[src/rtl/pc_gen.sv]
// pc_gen: program-counter generator.
// Offers a PC to fetch with a valid/ready handshake, waits for the
// instruction to retire, then computes the next PC from trap, jump or
// sequential flow and counts the retired instructions.
module pc_gen #(
   parameter int unsigned     XLEN      = 32,
   parameter logic [XLEN-1:0] RESET_VEC = XLEN'(32'h2000_0000),
   parameter int unsigned     C_EXT     = 0
) (
   input  logic            i_clock,
   input  logic            reset,
   input  logic            i_done,
   input  logic            i_jump,
   input  logic [XLEN-1:0] i_target,
   input  logic            i_trap,
   input  logic [XLEN-1:0] i_tvec,
   input  logic            i_is_c,
   input  logic            i_ready,
   output logic [XLEN-1:0] o_pc,
   output logic            o_valid,
   output logic            o_misalign,
   output logic [31:0]     o_retired
);

   localparam int unsigned     RET_W    = 32;
   localparam logic [XLEN-1:0] STEP_W   = XLEN'(4);
   localparam logic [XLEN-1:0] STEP_C   = XLEN'(2);
   // Clears the two mode bits of the trap vector.
   localparam logic [XLEN-1:0] TVEC_MSK = ~XLEN'(3);

   typedef enum logic [1:0] {
      ST_BOOT  = 2'd0,
      ST_ISSUE = 2'd1,
      ST_WAIT  = 2'd2
   } state_t;

   state_t             state_q;
   state_t             state_nxt;
   logic [XLEN-1:0]    pc_nxt;
   logic [XLEN-1:0]    seq_pc;
   logic [RET_W-1:0]   retired_nxt;
   logic               valid_nxt;
   logic               misalign_nxt;
   logic               use_c;

   // Alignment rule: 4-byte without C, 2-byte with C.
   function automatic logic misaligned(input logic [XLEN-1:0] pc);
      if (C_EXT != 0) begin
         return pc[0];
      end
      return |pc[1:0];
   endfunction

   // Sequential step size depends on the retired instruction length.
   always_comb begin
      use_c  = 1'b0;
      use_c  = (C_EXT != 0) && i_is_c;
      seq_pc = o_pc + (use_c ? STEP_C : STEP_W);
   end

   // Next-state, next-PC and retire-count logic.
   always_comb begin
      state_nxt   = state_q;
      pc_nxt      = o_pc;
      retired_nxt = o_retired;
      case (state_q)
         ST_BOOT: begin
            state_nxt = ST_ISSUE;
         end
         ST_ISSUE: begin
            if (i_ready) begin
               state_nxt = ST_WAIT;
            end
         end
         ST_WAIT: begin
            if (i_done) begin
               state_nxt   = ST_ISSUE;
               retired_nxt = o_retired + RET_W'(1);
               if (i_trap) begin
                  pc_nxt = i_tvec & TVEC_MSK;
               end else if (i_jump) begin
                  pc_nxt = i_target;
               end else begin
                  pc_nxt = seq_pc;
               end
            end
         end
         default: begin
            state_nxt = ST_BOOT;
         end
      endcase
      valid_nxt    = (state_nxt == ST_ISSUE);
      misalign_nxt = misaligned(pc_nxt);
   end

   // State and output registers; synchronous reset wins over everything.
   always_ff @(posedge i_clock) begin
      if (reset) begin
         state_q    <= ST_BOOT;
         o_pc       <= RESET_VEC;
         o_valid    <= 1'b0;
         o_misalign <= misaligned(RESET_VEC);
         o_retired  <= '0;
      end else begin
         state_q    <= state_nxt;
         o_pc       <= pc_nxt;
         o_valid    <= valid_nxt;
         o_misalign <= misalign_nxt;
         o_retired  <= retired_nxt;
      end
   end

endmodule

[config.mk]
export PLATFORM = sky130hd
export DESIGN_NAME = pc_gen
export DESIGN_NICKNAME = d
export VERILOG_FILES = /design/src/rtl/pc_gen.sv
export SDC_FILE = /design/constraint.sdc
export NUM_CORES = 1
export LEC_CHECK = 0
export BUFFER_PORTS_ARGS = -buffer_cell sky130_fd_sc_hd__buf_2
export CAP_MARGIN = 0
export CORE_ASPECT_RATIO = 1.2
export CORE_MARGIN = 1.5
export CORE_UTILIZATION = 54
export CTS_CLUSTER_DIAMETER = 200
export CTS_CLUSTER_SIZE = 25
export DETAILED_ROUTE_END_ITERATION = 10
export PLACE_DENSITY = 0.86
export SETUP_SLACK_MARGIN = 0.2
export SLEW_MARGIN = 30
export SYNTH_ARGS = -nofsm -noshare
export SYNTH_HDL_FRONTEND = slang
export SYNTH_SLANG_ARGS = --single-unit
[constraint.sdc]
create_clock -name i_clock -period 3.6 [get_ports i_clock]
set_input_delay 0.18 -clock i_clock [delete_from_list [all_inputs] [get_ports i_clock]]
set_output_delay 0.18 -clock i_clock [all_outputs]
set_load 0.005 [all_outputs]
==> impl_summary.md <==
STA
Setup violations remaining at the end of the flow were counted as 0. At the pin with the least slew margin, the transition time is 0.703 ns. The final setup TNS is 0 ns. The share of the clock period used by the worst path is 62.9%. Measured against its own limit, the worst slew margin works out to 52.7%. Derived from the worst setup path, the maximum achievable clock frequency is 442 MHz. Across the routed clock network, the largest skew measured is 0.00986 ns.

Setup repair after global routing left no endpoint under its margin. The hold violation count in the final report is 0. The post-layout minimum cycle time is 2.26 ns. The final number of max-transition violations is 0.

Logic synthesis
The area fraction in and, or, nand and nor cells after synthesis is 27.5%. Averaged over all synthesized cells, the footprint is 7.96 µm². After Yosys synthesis, XOR and XNOR cells account for 10.9% of the synthesized area. The number of enable-type register cells in the synthesized netlist is 0. Summing every instance area after synthesis gives 3770 µm². In this run the biggest area consumer among cell types represents 36.1% of the synthesized area. The number of register bits inferred by synthesis is 68. The most instantiated flip-flop cell in the synthesis netlist is sky130_fd_sc_hd__dfxtp_1. The proportion of synthesized flip-flops having asynchronous set or reset is 0%. During synthesis, Yosys emitted a total of 0 warnings. Counting distinct cell types in the post-synthesis netlist gives 53. By area, the combinational part of the netlist is dominated by simple AND/OR/NAND/NOR gates. The post-synthesis compound-gate area fraction is 20.2%. The fraction of synthesized area in multiplexers is 0.265%. Ranked by total cell area, the synthesized netlist is headed by sky130_fd_sc_hd__dfxtp_1 36%, sky130_fd_sc_hd__xnor2_1 7.9%, sky130_fd_sc_hd__nor2_1 4.6%. The post-synthesis sequential area ratio is 36.1%. Synthesis produced 474 cells.

Summed over all instances, the cell type with the most area after synthesis is sky130_fd_sc_hd__dfxtp_1. After Yosys synthesis, full adders, half adders and majority gates account for 0.663% of the synthesized area. The synthesized net count is 547.

Placement
Input and output buffers added on the ports amount to 133. The HPWL after detailed placement is 7.52 mm. At the end of routability-driven placement, the weighted congestion stood at 0.879. The placed instance count is 671. The post-place instance area is 4470 µm².

Final layout
The share of cells above drive strength 1 is 28.3%. The number of antenna diodes in the final layout is 0. In the final design database the tool counted 668 nets. The number of fill cells is 595. Relative to the synthesized area, the layout overhead comes to 23.8%. The non-filler instance count after layout is 687. The cell area after layout is 4670 µm².

Global routing
The total routing resource utilization after global routing is 29.3%. The number of global-route vias before repair is 3,918. The initial antenna violation count came to 0. The maximum number of pins on one net before global-route repair is 43. The overflow left after global routing is 0. The first-pass GRT wire length is 17.6 mm.

Power
The fraction of power consumed by the clock network is 41.5%. The maximum ir drop on the vdd rail is 0.180 mV. In this run switching power makes up 25.4% of total power. Combinational cells account for 8.6% of the total power.

The net switching power figure is 394 µW. Power spread over the standard cell area amounts to 332 nW/µm². For this design the static power due to leakage is 0.00185 µW. Cell internal power was estimated by the tool at 1160 µW. The share of total power dissipated in sequential elements is 49.9%.

Detailed routing
In the detailed route, the total length drawn on met3 is 921 µm. The vias per cell is 6.06. For this run, design rule violations remaining after detail routing come to 0. The post-detailed-routing wire length is 10.9 mm. The detail route stage leaves a number of antenna-violating nets equal to 0. The number of search-and-repair iterations in the first detailed-routing pass is 5. The wire length on met1 is 4.39 mm. In the detailed route, the total length drawn on met2 is 5.42 mm. Detailed routing inserted a total of 4,165 vias. The starting DRC count in detailed routing is 250. The wire length per cell after detailed routing is 15.9 µm.

In this run the top signal layer used is met4.

Worst setup path
The setup check on the worst reg-to-reg path leaves a slack of 1.34 ns. The logic depth of the worst register-to-register path is 5. The type of the worst setup path is reg2reg. The sort of element at the start of the critical path is a flip-flop. Data on the critical path is required at its endpoint by 3.85 ns. Of all nets on the critical path, the largest fanout is 13. The endpoint identified for the worst register-to-register timing path is o_retired[31]. The data arrival time of the worst path is 2.51 ns.

The worst register-to-register path begins at o_retired[4]. STA classifies the critical path endpoint as a flip-flop.

Floorplan
Once the floorplan was initialized, standard cells occupied 55.4% of the core. The height of the chip is 94.6 µm. The horizontal die dimension is 79.3 µm.

For this design the top-level I/O count stands at 137. The initialized floorplan defines 33 standard-cell rows. The die area is 7500 µm².

The core region is 6810 µm².

Clock network
The H-tree level count is 3. CTS placed an instance of sky130_fd_sc_hd__clkbuf_8 at the clock tree root. The maximum clock insertion buffer count is 2. The insertion delay of the later-clocked pin in the worst-skew pair is 0.35 ns.

TritonCTS built the clock tree. The number of clock buffers added by TritonCTS is 9. The clock slew at the register clock pins of the worst setup and hold paths is 0.08 ns. The number of cells upsized or downsized after cts is 0. The count of hold buffers inserted by post-cts repair is 0.

The post-CTS setup buffer count is 0. The clock sink count is 68.

Min path
The endpoint of the worst hold path is o_pc[15]. The cell count of the worst hold path is 3. The worst hold path class is in2reg. The worst hold path begins at i_target[15].

Run
The number of violations of the max-capacitance limit is 0.

Run status
The flow ran to the end, and the final reports show no timing, DRC or antenna violations.
worst max path at each step:
stage,from,endpoint,slack [ns],depth (start not counted)
finish,o_retired[4],o_retired[31],1.34,5
global route,o_retired[4],o_retired[31],1.16,5
CTS,o_retired[4],o_retired[31],1.33,5
detailed placement,o_retired[3],o_retired[31],1.35,5
global placement,o_retired[3],o_retired[31],1.41,5
floorplan,o_pc[15],o_pc[20],1.66,6
layer usage:
layer | global-route usage [%] | vias up
li1 | - | 1974
met3 | 4.83 | 21
met2 | 50.1 | 220
met5 | 0 | -
met4 | 13.7 | 0
met1 | 35.8 | 1950
flip-flops by register name, indices dropped and copies added, names as in the netlist:
signal,count
o_pc,32
o_misalign,1
o_valid,1
state_q,2
o_retired,32
cell usage after synthesis, drive strengths merged, types with 4 or more instances:
master	instances
dfxtp	68
nor2	46
nand2	41
xnor2	34
a21oi	31
nor3	28
nand3	27
o21ai	26
clkbuf	23
nand4	16
o22ai	13
xor2	13
a221o	12
inv	12
nor4	11
o211ai	9
and4	6
and3	5
buf	5
nand2b	4
worst max-delay path: stages, from the launching register on:
cell and delay [ns]:
sky130_fd_sc_hd__dfxtp_1 0.42, sky130_fd_sc_hd__nand4_2 0.26, sky130_fd_sc_hd__or4_1 0.72, sky130_fd_sc_hd__nor4_2 0.43, sky130_fd_sc_hd__a21oi_1 0.11, sky130_fd_sc_hd__a31o_2 0.22
placed cells by master, fill, tap and decap left out, types with 12 or more instances in the layout:
cell type	instances
sky130_fd_sc_hd__a21oi_1	31
sky130_fd_sc_hd__nand2_1	41
sky130_fd_sc_hd__nor2_1	46
sky130_fd_sc_hd__xor2_1	13
sky130_fd_sc_hd__o21ai_0	26
sky130_fd_sc_hd__inv_1	12
sky130_fd_sc_hd__dfxtp_1	68
sky130_fd_sc_hd__xnor2_1	34
sky130_fd_sc_hd__a221o_1	12
sky130_fd_sc_hd__o22ai_1	13
sky130_fd_sc_hd__nand3_1	27
sky130_fd_sc_hd__nor3_1	26
sky130_fd_sc_hd__buf_2	133
sky130_fd_sc_hd__nand4_1	14
power groups by stage:
stage               sequential, µW  clock (µW)  combinational (µW)
global placement               791           0                 128
floorplan                      790           0                66.7
finish                         775         644                 133
global route                   776         683                 145
detailed placement             792           0                 131
CTS                            774         649                 132
per-stage QoR:
| stage | utilization (%) | hold WS [ns] | total power [µW] | setup slack, ns |
|---|---|---|---|---|
| global placement | 65.6 | 0.424 | 919 | 1.41 |
| CTS | 68.5 | 0.0640 | 1560 | 1.33 |
| global route | 68.5 | 0.0950 | 1600 | 1.16 |
| floorplan | - | 0.320 | 857 | 1.66 |
| detailed placement | 65.6 | 0.427 | 923 | 1.35 |
| finish | 68.5 | 0.0755 | 1550 | 1.34 |
cells by family (layout without fill, tap and decap cells):
kind of cell / Yosys count / count (layout)
buf+inv: 41 / 167
fa+ha+maj: 2 / 2
simple gates: 199 / 199
flops: 68 / 68
mux: 1 / 1
compound gates: 116 / 116
xor+xnor: 47 / 47
cell type report:
cell class | count | area (µm²) | area share, %
Clock buffer | 10 | 138 | 2.95
Clock inverter | 6 | 62.6 | 1.34
Inverter | 13 | 48.8 | 1.05
Multi-Input combinational cell | 365 | 2250 | 48.1
Sequential cell | 68 | 1360 | 29.2
Tap cell | 87 | 109 | 2.33
Timing Repair Buffer | 138 | 703 | 15.1
Note: power is estimated with default switching activity, not from simulation.
